**config.mk**
```make
export PLATFORM = sky130hd
export DESIGN_NAME = pipe_ctrl
export DESIGN_NICKNAME = d
export VERILOG_FILES = /design/src/rtl/pipe_ctrl.sv
export SDC_FILE = /design/constraint.sdc
export NUM_CORES = 1
export LEC_CHECK = 0
export CAP_MARGIN = 20
export CORE_MARGIN = 2
export CORE_UTILIZATION = 30
export DETAILED_ROUTE_END_ITERATION = 6
export HOLD_SLACK_MARGIN = 0.05
export SYNTH_ARGS = -nofsm -noshare
export SYNTH_HDL_FRONTEND = slang
export SYNTH_SLANG_ARGS = --single-unit
export TNS_END_PERCENT = 1
```
**constraint.sdc**
```tcl
create_clock -name clk -period 1.9 [get_ports clk]
set_clock_uncertainty 0.2 [all_clocks]
set_input_delay 0.19 -clock clk [delete_from_list [all_inputs] [get_ports clk]]
set_output_delay 0.19 -clock clk [all_outputs]
set_load 0.01 [all_outputs]
```
**src/rtl/pipe_ctrl.sv**
```systemverilog
// Pipeline hazard controller: stall vector, flush and PC redirect (optional perf counters via PIPE_CTRL_PERF_EN).
// Latency: all outputs combinational from inputs and registered state (zero cycles).
// Backpressure: redirects are deferred in PEND while IF stalls; unaccepted branch/exception requests are held by the requester.
module pipe_ctrl (
  input  logic        clk,
  input  logic        rst,
  input  logic        stallreq_if,
  input  logic        stallreq_id,
  input  logic        stallreq_ex,
  input  logic        stallreq_mem,
  input  logic        branch_flag,
  input  logic [31:0] branch_target,
  input  logic        excp_flag,
  input  logic [31:0] excp_vec,
  output logic [5:0]  stall,
  output logic        flushreq,
  output logic        new_pc_valid,
  output logic [31:0] new_pc,
  output logic [31:0] stall_cnt,
  output logic [15:0] redir_cnt
);

  typedef enum logic {RUN = 1'b0, PEND = 1'b1} state_t;

  state_t      state;
  logic [31:0] pend_pc;

  logic        excp_acc;
  logic        br_acc;
  logic        redir_acc;
  logic [31:0] redir_tgt;
  logic [5:0]  stall_base;

  // Redirect acceptance: exception wins over branch; neither may be taken while the stage behind it stalls.
  always_comb begin
    excp_acc  = (state == RUN) && excp_flag && !stallreq_mem;
    br_acc    = (state == RUN) && branch_flag && !excp_acc && !stallreq_ex && !stallreq_mem;
    redir_acc = excp_acc || br_acc;
    redir_tgt = excp_acc ? excp_vec : branch_target;
  end

  // Stall vector from the deepest stalling stage; everything upstream of it freezes too.
  always_comb begin
    if (stallreq_mem)      stall_base = 6'b011111;
    else if (stallreq_ex)  stall_base = 6'b001111;
    else if (stallreq_id)  stall_base = 6'b000111;
    else if (stallreq_if)  stall_base = 6'b000011;
    else                   stall_base = 6'b000000;
  end

  // Output decode: a redirect overrides the normal stall vector; if IF cannot take the new PC yet, hold PC/IF and keep flushing.
  always_comb begin
    stall        = stall_base;
    flushreq     = 1'b0;
    new_pc_valid = 1'b0;
    new_pc       = 32'h0;
    if (rst) begin
      stall = 6'b000000;
    end else if (state == PEND) begin
      flushreq = 1'b1;
      if (stallreq_if) begin
        stall = 6'b000011;
      end else begin
        stall        = 6'b000000;
        new_pc_valid = 1'b1;
        new_pc       = excp_flag ? excp_vec : pend_pc;
      end
    end else if (redir_acc) begin
      flushreq = 1'b1;
      if (stallreq_if) begin
        stall = 6'b000011;
      end else begin
        stall        = 6'b000000;
        new_pc_valid = 1'b1;
        new_pc       = redir_tgt;
      end
    end
  end

  // FSM and pending target: park the redirect target until IF is free; a late exception replaces it.
  always_ff @(posedge clk) begin
    if (rst) begin
      state   <= RUN;
      pend_pc <= 32'h0;
    end else begin
      case (state)
        RUN: begin
          if (redir_acc && stallreq_if) begin
            pend_pc <= redir_tgt;
            state   <= PEND;
          end
        end
        PEND: begin
          if (stallreq_if) begin
            if (excp_flag) pend_pc <= excp_vec;
          end else begin
            state <= RUN;
          end
        end
        default: state <= RUN;
      endcase
    end
  end

`ifdef PIPE_CTRL_PERF_EN
  logic [31:0] stall_cnt_q;
  logic [15:0] redir_cnt_q;

  // Performance counters: PC-stalled cycles and issued redirects, both wrapping.
  always_ff @(posedge clk) begin
    if (rst) begin
      stall_cnt_q <= 32'h0;
      redir_cnt_q <= 16'h0;
    end else begin
      if (stall[0])     stall_cnt_q <= stall_cnt_q + 32'd1;
      if (new_pc_valid) redir_cnt_q <= redir_cnt_q + 16'd1;
    end
  end

  assign stall_cnt = stall_cnt_q;
  assign redir_cnt = redir_cnt_q;
`else
  assign stall_cnt = 32'h0;
  assign redir_cnt = 16'h0;
`endif

endmodule

```
==> run summary, run 1 <==
Status = complete, but fails checks
Violated checks = negative setup slack
Synth Warn # = 0
Leak pwr = 2.149 nW
F_max = 492.5 MHz
Core area = 10,840 um^2
Die footprint = 12,020 um^2
Die W = 109.6 um
Main combinational cell family by area after synthesis = simple AND/OR/NAND/NOR gates
TritonCTS buffer count = 5
Setup ws final = -0.1305 ns
R2R Path End = pend_pc[22]$_SDFFE_PP0P_
Initial Util = 30.87%
TritonCTS Sinks = 33
Die H = 109.6 um
Gpl congestion = 0.7769
Flop-to-flop setup slack = 0.15 ns
Detailed Route WL = 11,460 um
Setup CP Type = flip-flop to output port
Most used cell, CP = buf_12
Diode count = 0
Worst skew pair latency = 0.28 ns
Vias = 3,697
Total of max-cap violations = 0
Multiplexer area fraction after synthesis = 10.77%
R2R cell count = 6
Netlist cell types = 25
Compound-Gate Fraction of Synth Area = 23.78%
Design area = 5085 um^2
Vias in the first global route = 3,744
H-tree depth = 2
Hold buffer count at CTS = 0
Initial antenna violation count = 0
Fin util = 46.91%
Clock tree buffer depth = 2
Area after DPL = 4846 um^2
Detail Route Antenna Nets = 0
Ratio of final minimum period to clock period = 106.9%
Total congestion overflow = 0
CP max FO = 6
Share of the synthesized area in the top cell type = 19.74%
Hold Path Depth = 2
Seq cells post-synth = 33
Initial detailed-routing violation count = 116
Port bufs = 110
Avg Inst Size Synth = 7.182 um^2
Power Dens Cells = 436.1 nW/um^2
NumNets Final = 694
Final setup vio count = 32
Clk slew on worst S/H paths = 0.07 ns
Fillers = 1,112
Final min period = 2.031 ns
Clock root buffer = clkbuf_8
CTS tree = yes
RSZ-0062 raised after global routing = true
Multi-input gate area = 2452 um^2
Wire per inst = 15.04 um
Hold endpoint = pend_pc[23]$_SDFFE_PP0P_
Post-placement setup slack = -0.7770 ns
Crit end category = output port
Pins Over Slew Limit = 0
Seq/Total Area, Yosys = 19.74%
WP data required = 1.51 ns
Synth Instances = 466
Dominant cells by area after synthesis = dfxtp_1 (20%), nand2_1 (14%), buf_4 (12%), mux2_2 (11%), o2111a_1 (10%)
Largest net degree at the start of global routing = 61
Post-synth top area cell = dfxtp_1
Delay of the slowest critical-path stage = 0.33 ns
Row count = 38
Hold path start = rst
Commonest non-fill, non-tap cell in the layout = nand2_1
Reg2Reg Launch Point = state$_SDFF_PP0_
Top delay family on crit path = buffers and inverters
Post-Synth Simple-Gate Area = 28.00%
Worst endpoint data arrival time = 1.64 ns
Synth Area in Adders = 0%
Detailed-router iteration count before antenna repair = 4
Synth-to-Final Area Change = 51.93%
FF/Latch Area = 661.9 um^2
Proportion of layout cells with a drive suffix above 1 = 34.57%
VDD IR max = 206.4 uV
Setup_tns = -3.169 ns
Io pins = 160
Worst hold path class = primary input to flip-flop
DR DRC count = 0
Commonest non-fill, non-tap cells in the layout = nand2_1 (127), buf_4 (66), clkdlybuf4s50_1 (65)
Synth Area in XOR/XNOR = 0%
First-pass GRT wire length = 18,000 um
Crit-path cells = nor3_2 -> buf_4 -> o21ai_4 -> buf_12 -> buf_12 -> a21o_1 -> a21oi_2 -> buf_2
GRT Overall Usage = 18.96%
Slowest cell on crit path = dfxtp_2
DPL Wire Length = 7844 um
Post-Syn Area = 3347 um^2
Hold Vio Cnt, Final = 0
CP bufs+invs = 4
Critical path launch point type = flip-flop
Vias per cell = 4.852
Worst hold slack = 0.1843 ns
metal layers:
metal	vias to the layer above	global-route usage, %	part of all wire, %
met1	1756	21.45	41
met5	-	0	0
met2	102	36.60	54
met3	18	2.490	4.1
met4	0	5.425	1.7
li1	1821	-	-
worst max-delay path by stage:
stage | start | to | slack, ns | cells after the start
detailed placement | stallreq_mem | new_pc[7] | -0.78 | 8
finish | state$_SDFF_PP0_ | new_pc[11] | -0.13 | 8
global placement | stallreq_mem | new_pc[7] | -0.71 | 8
CTS | state$_SDFF_PP0_ | new_pc[11] | -0.15 | 8
floorplan | state$_SDFF_PP0_ | stall[1] | 0.11 | 5
global route | state$_SDFF_PP0_ | new_pc[7] | -0.23 | 8
per-stage QoR:
step	std cells	power [mW]
final	762	2.218
after global routing	762	2.352
after CTS	762	2.226
after detailed placement	745	1.636
after global placement	745	1.614
after floorplan	514	1.294
sequential cells by signal, summed over array words and instances, names as in the netlist:
register / count
state: 1
pend_pc: 32
timing repair:
action | CTS | global route
endpoints found under the setup margin | 48 | 44
setup buffers | 7 | 0
pin swaps | 34 | 3
cloned | 3 | 0
resized for setup | 184 | 19
power by group:
group          internal, mW  leakage, nW  switching (mW)
combinational         0.470         1.83           0.435
sequential            0.742        0.272          0.0244
clock                 0.288       0.0443           0.259
kinds of logic after synthesis:
| logic type | count (synthesis) |
|---|---|
| flip-flops | 33 |
| buffers and inverters | 92 |
| AND/OR/NAND/NOR | 207 |
| other | 1 |
| AO/OA/AOI/OAI | 101 |
| multiplexers | 32 |
cell usage after synthesis:
library cell / number
o21bai_1: 1
nor2b_1: 5
a21oi_1: 32
o2111a_1: 31
buf_1: 4
dfxtp_1: 33
mux2_2: 32
nor3_2: 17
conb_1: 1
o31ai_1: 1
clkbuf_1: 16
nand2_1: 127
o21ai_1: 1
o311a_1: 1
buf_4: 54
nor3_1: 18
a311oi_1: 1
nand2b_1: 3
nor3b_1: 2
buf_2: 15
nor2_1: 34
a21o_1: 32
buf_6: 3
a21boi_0: 1
nand3b_1: 1
worst reg2reg max path, stage by stage (launching register included):
cell	delay, ns
dfxtp_2	0.35
buf_4	0.17
nand2b_1	0.13
o311a_4	0.27
buf_4	0.25
o2111a_1	0.21
nor3_1	0.05
final cells by class:
type                       count  share of cell area [%]
tap                          140                   3.445
sequential                    33                   13.02
multi-input combinational    389                   48.23
timing repair buffer         193                   33.61
clock buffer                   7                   1.698
Note: power is estimated with default switching activity, not from simulation.
==> run 2: changes to the inputs <==
Settings changed: SKIP_LAST_GASP set to 1.
==> run 2 against run 1 <==
  * First-iteration DRC count down 25%
  * Combinational power decreased by 0.7%
  * Critical endpoint is now new_pc[24]
  * The run still ends with negative setup slack left
  * Sequential power about the same
  * Largest cell class unchanged
  * Non-clock buffer count unchanged
==> run summary, run 2 (synthesized netlist as in run 1, its figures left out) <==
Final setup vio count = 37
Vias in the first global route = 3,750
F_max = 485.1 MHz
Critical path launch point type = primary input
Max-slew headroom = 58.79%
DPL Wire Length = 7844 um
Tot Pwr = 2.210 mW
Violated checks = negative setup slack
VDD IR max = 204.6 uV
GRT Overall Usage = 18.97%
Vias per cell = 4.865
R2R cell count = 5
Pins Over Slew Limit = 0
Leak pwr = 2.141 nW
Post-placement setup slack = -0.7770 ns
Total congestion overflow = 0
RSZ-0062 raised after global routing = true
Worst skew pair latency = 0.28 ns
Diode count = 0
Clock root buffer = clkbuf_8
Proportion of layout cells with a drive suffix above 1 = 32.32%
Die W = 109.6 um
Initial antenna violation count = 0
Largest net degree at the start of global routing = 61
Clock tree buffer depth = 2
Hold Vio Cnt, Final = 0
Row count = 38
Gpl congestion = 0.7769
Worst hold slack = 0.1619 ns
Detailed Route WL = 11,390 um
Total of max-cap violations = 0
H-tree depth = 2
Setup ws final = -0.1612 ns
Synth-to-Final Area Change = 50.99%
Power Dens Cells = 437.2 nW/um^2
Io pins = 160
WP data required = 1.51 ns
R2R Path End = pend_pc[25]$_SDFFE_PP0P_
Worst endpoint data arrival time = 1.67 ns
Largest registers = pend_pc: 32 flops, state: 1 flops
Hold endpoint = pend_pc[23]$_SDFFE_PP0P_
Detailed-router iteration count before antenna repair = 4
Worst hold path class = primary input to flip-flop
Worst slew pin tran = 0.6181 ns
Initial detailed-routing violation count = 87
CTS tree = yes
Core area = 10,840 um^2
Most flops, register = pend_pc
First-pass GRT wire length = 18,000 um
Vias = 3,707
NumNets Final = 694
CP max FO = 9
Status = complete, but fails checks
Crit end category = output port
Die H = 109.6 um
Commonest non-fill, non-tap cells in the layout = nand2_1 (127), buf_4 (67), clkdlybuf4s50_1 (66)
Design area = 5054 um^2
Hold Path Depth = 2
DR DRC count = 0
Port bufs = 110
Final min period = 2.061 ns
Hold buffer count at CTS = 0
Commonest non-fill, non-tap cell in the layout = nand2_1
Clk slew on worst S/H paths = 0.07 ns
Die footprint = 12,020 um^2
Area after DPL = 4846 um^2
Wire per inst = 14.95 um
Setup CP Type = primary input to output port
Max reg flops = 32
Initial Util = 30.87%
Detail Route Antenna Nets = 0
Flop-to-flop setup slack = 0.07 ns
TritonCTS buffer count = 5
Reg2Reg Launch Point = state$_SDFF_PP0_
TritonCTS Sinks = 33
Ratio of final minimum period to clock period = 108.5%
Hold path start = rst
Fin util = 46.62%
-- run 2: changes by cell type in the layout (fill, tap and decap cells not counted), sizes merged --
cell / previous run / this run
dlygate4sd2: 6 / 8
clkdlybuf4s50: 65 / 66
clkdlybuf4s15: 0 / 3
buf: 121 / 115
-- run 2: metal layers --
metal	vias up	wire [um]	global-route usage (%)
met3	20	572	2.490
met1	1748	4662	21.45
met4	0	221	5.515
li1	1823	-	-
met5	-	0	0
met2	116	5937	36.60
-- run 2: cell type report --
type | instances | area [um^2]
clock buffers | 7 | 86.33
fillers | 1115 | 5787
multi-input cells | 389 | 2394
flip-flops and latches | 33 | 661.9
well taps | 140 | 175.2
repair buffers | 193 | 1737
-- run 2: worst max-delay path, stage by stage --
cell,delay (ns)
dlygate4sd2_1,0.27
buf_4,0.16
nor2b_4,0.13
buf_6,0.15
buf_4,0.12
nand2_1,0.06
a21o_1,0.17
a21oi_2,0.17
clkdlybuf4s15_2,0.24
-- run 2: report_power, final --
part	internal (mW)	switching, mW	total [mW]
sequential	0.742	0.0248	0.766
clock	0.288	0.257	0.545
combinational	0.470	0.429	0.899
-- run 2: what timing repair did --
action	4_1_cts	5_1_grt
setup buffers	7	0
resized for setup	167	9
cloned	3	0
setup endpoints to repair	48	46
pin swaps	11	0
-- run 2: metrics by stage --
step | setup TNS [ns] | cells
final | -3.966 | 762
after global routing | -7.855 | 762
after floorplan | 0 | 514
after CTS | -4.776 | 762
after global placement | -32.22 | 745
after detailed placement | -34.52 | 745
-- run 2: worst max-delay path by stage --
stage	from	endpoint	slack [ns]	depth (start not counted)
floorplan	state$_SDFF_PP0_	stall[1]	0.11	5
global placement	stallreq_mem	new_pc[7]	-0.71	8
detailed placement	stallreq_mem	new_pc[7]	-0.78	8
CTS	state$_SDFF_PP0_	new_pc[11]	-0.15	8
global route	state$_SDFF_PP0_	new_pc[22]	-0.24	8
finish	stallreq_mem	new_pc[24]	-0.16	9
==> run 3: changes to the inputs <==
Settings changed: CTS_CLUSTER_DIAMETER set to 100, RECOVER_POWER set to 50.
==> run 3 against run 2 <==
  * Via count is 0.11% lower
  * The run still ends with negative setup slack left
  * Sequential cell count stayed put
  * Sequential share of layout area hardly changed
  * Final area is 0.12% lower
  * Die area stayed put
  * Largest power group unchanged
  * Combinational power hardly changed
  * Critical path depth stayed put
  * Routed wire length hardly changed
  * Global-route usage stayed put
  * Clock-buffer cell count stayed put
==> run summary, run 3 (synthesized netlist as in run 1, its figures left out) <==
Die H = 109.6 um
Placed cells = 745
Most flops, register = pend_pc
Pins Over Slew Limit = 0
Port bufs = 110
Core area = 10,840 um^2
Io pins = 160
Reg2Reg Launch Point = state$_SDFF_PP0_
Worst hold path class = primary input to flip-flop
Ratio of final minimum period to clock period = 108.4%
CTS tree = yes
Vias in the first global route = 3,750
Delay of the slowest critical-path stage = 0.27 ns
Violated checks = negative setup slack
Hold buffer count at CTS = 0
WP data required = 1.51 ns
Proportion of layout cells with a drive suffix above 1 = 32.15%
CP max FO = 9
Worst slew pin tran = 0.6215 ns
Design area = 5047 um^2
Critical path launch point type = primary input
Initial antenna violation count = 0
Most used cell, CP = buf_4
Area after DPL = 4846 um^2
Largest registers = pend_pc: 32 flops, state: 1 flops
RSZ-0062 raised after global routing = true
Largest net degree at the start of global routing = 61
TritonCTS Sinks = 33
Flop-to-flop setup slack = -0.02 ns
GRT Overall Usage = 18.97%
Commonest non-fill, non-tap cells in the layout = nand2_1 (127), buf_4 (67), clkdlybuf4s50_1 (66)
Clock root buffer = clkbuf_8
Total of max-cap violations = 0
Max reg flops = 32
Final setup vio count = 46
Worst endpoint data arrival time = 1.67 ns
Slowest cell on crit path = dlygate4sd2_1
Crit-path cells = dlygate4sd2_1 -> buf_4 -> nor2b_4 -> buf_6 -> buf_4 -> nand2_1 -> a21o_1 -> a21oi_2 -> clkdlybuf4s15_2
Row count = 38
Post-placement setup slack = -0.7770 ns
Commonest non-fill, non-tap cell in the layout = nand2_1
Die W = 109.6 um
Power Dens Cells = 437.5 nW/um^2
Fin util = 46.56%
Final min period = 2.060 ns
DR DRC count = 0
Setup CP Type = primary input to output port
Detailed Route WL = 11,400 um
Worst skew pair latency = 0.28 ns
Initial Util = 30.87%
Max-slew headroom = 58.57%
Crit end category = output port
Clk slew on worst S/H paths = 0.07 ns
Wire per inst = 14.96 um
First-pass GRT wire length = 18,000 um
NumNets Final = 694
Crit. Startpoint = stallreq_mem
CP bufs+invs = 5
TritonCTS buffer count = 5
Hold path start = rst
Clock tree buffer depth = 2
Synth-to-Final Area Change = 50.80%
Hold Vio Cnt, Final = 0
Die footprint = 12,020 um^2
Total congestion overflow = 0
F_max = 485.5 MHz
Detailed-router iteration count before antenna repair = 4
Setup ws final = -0.1597 ns
Vias = 3,703
Status = complete, but fails checks
Detail Route Antenna Nets = 0
Initial detailed-routing violation count = 85
VDD IR max = 204.6 uV
Vias per cell = 4.860
DPL Wire Length = 7844 um
Non-Filler Instances = 762
Leak pwr = 2.140 nW
Gpl congestion = 0.7769
Diode count = 0
Worst hold slack = 0.1623 ns
H-tree depth = 2
Top delay family on crit path = buffers and inverters
==> run 3: path summary, 6_finish.rpt <==
| kind | to | cells past startpoint |
|---|---|---|
| max | new_pc[24] | 9 |
| max reg2reg | pend_pc[22]$_SDFFE_PP0P_ | 6 |
| min reg2reg | pend_pc[3]$_SDFFE_PP0P_ | 2 |
| min | pend_pc[23]$_SDFFE_PP0P_ | 2 |
==> run 3: power breakdown <==
group	leakage [nW]	internal (mW)	switching, mW
combinational	1.82	0.468	0.428
sequential	0.272	0.742	0.0247
clock	0.0443	0.288	0.257
==> run 3: per-layer routing <==
metal	wire length, um	track usage (%)	up-vias
met5	0	0	-
met4	221	5.515	0
met3	534	2.490	20
met2	5946	36.60	107
met1	4694	21.45	1754
li1	-	-	1822
==> run 3: timing repair <==
item | CTS | global route
cloned | 3 | 0
pin swaps | 11 | 0
gates resized for setup | 167 | 9
setup buffers | 7 | 0
setup endpoints to repair | 48 | 46
==> run 3: layout make-up <==
| class | instances | area [um^2] |
|---|---|---|
| Fill cell | 1117 | 5793 |
| Multi-Input combinational cell | 389 | 2392 |
| Timing Repair Buffer | 193 | 1732 |
| Sequential cell | 33 | 661.9 |
| Tap cell | 140 | 175.2 |
| Clock buffer | 7 | 86.33 |
==> run 3: through the flow <==
step	power [mW]	TNS, ns
after floorplan	1.294	0
after global placement	1.614	-32.22
after detailed placement	1.636	-34.52
after CTS	2.227	-4.776
after global routing	2.343	-8.978
final	2.208	-4.093
==> run 3: worst reg2reg max path: stages, from the launching register on <==
cell and delay, ns:
dfxtp_2 0.35, buf_4 0.16, nand2b_1 0.12, o311a_1 0.41
buf_4 0.31, o2111a_1 0.22, nor3_1 0.05
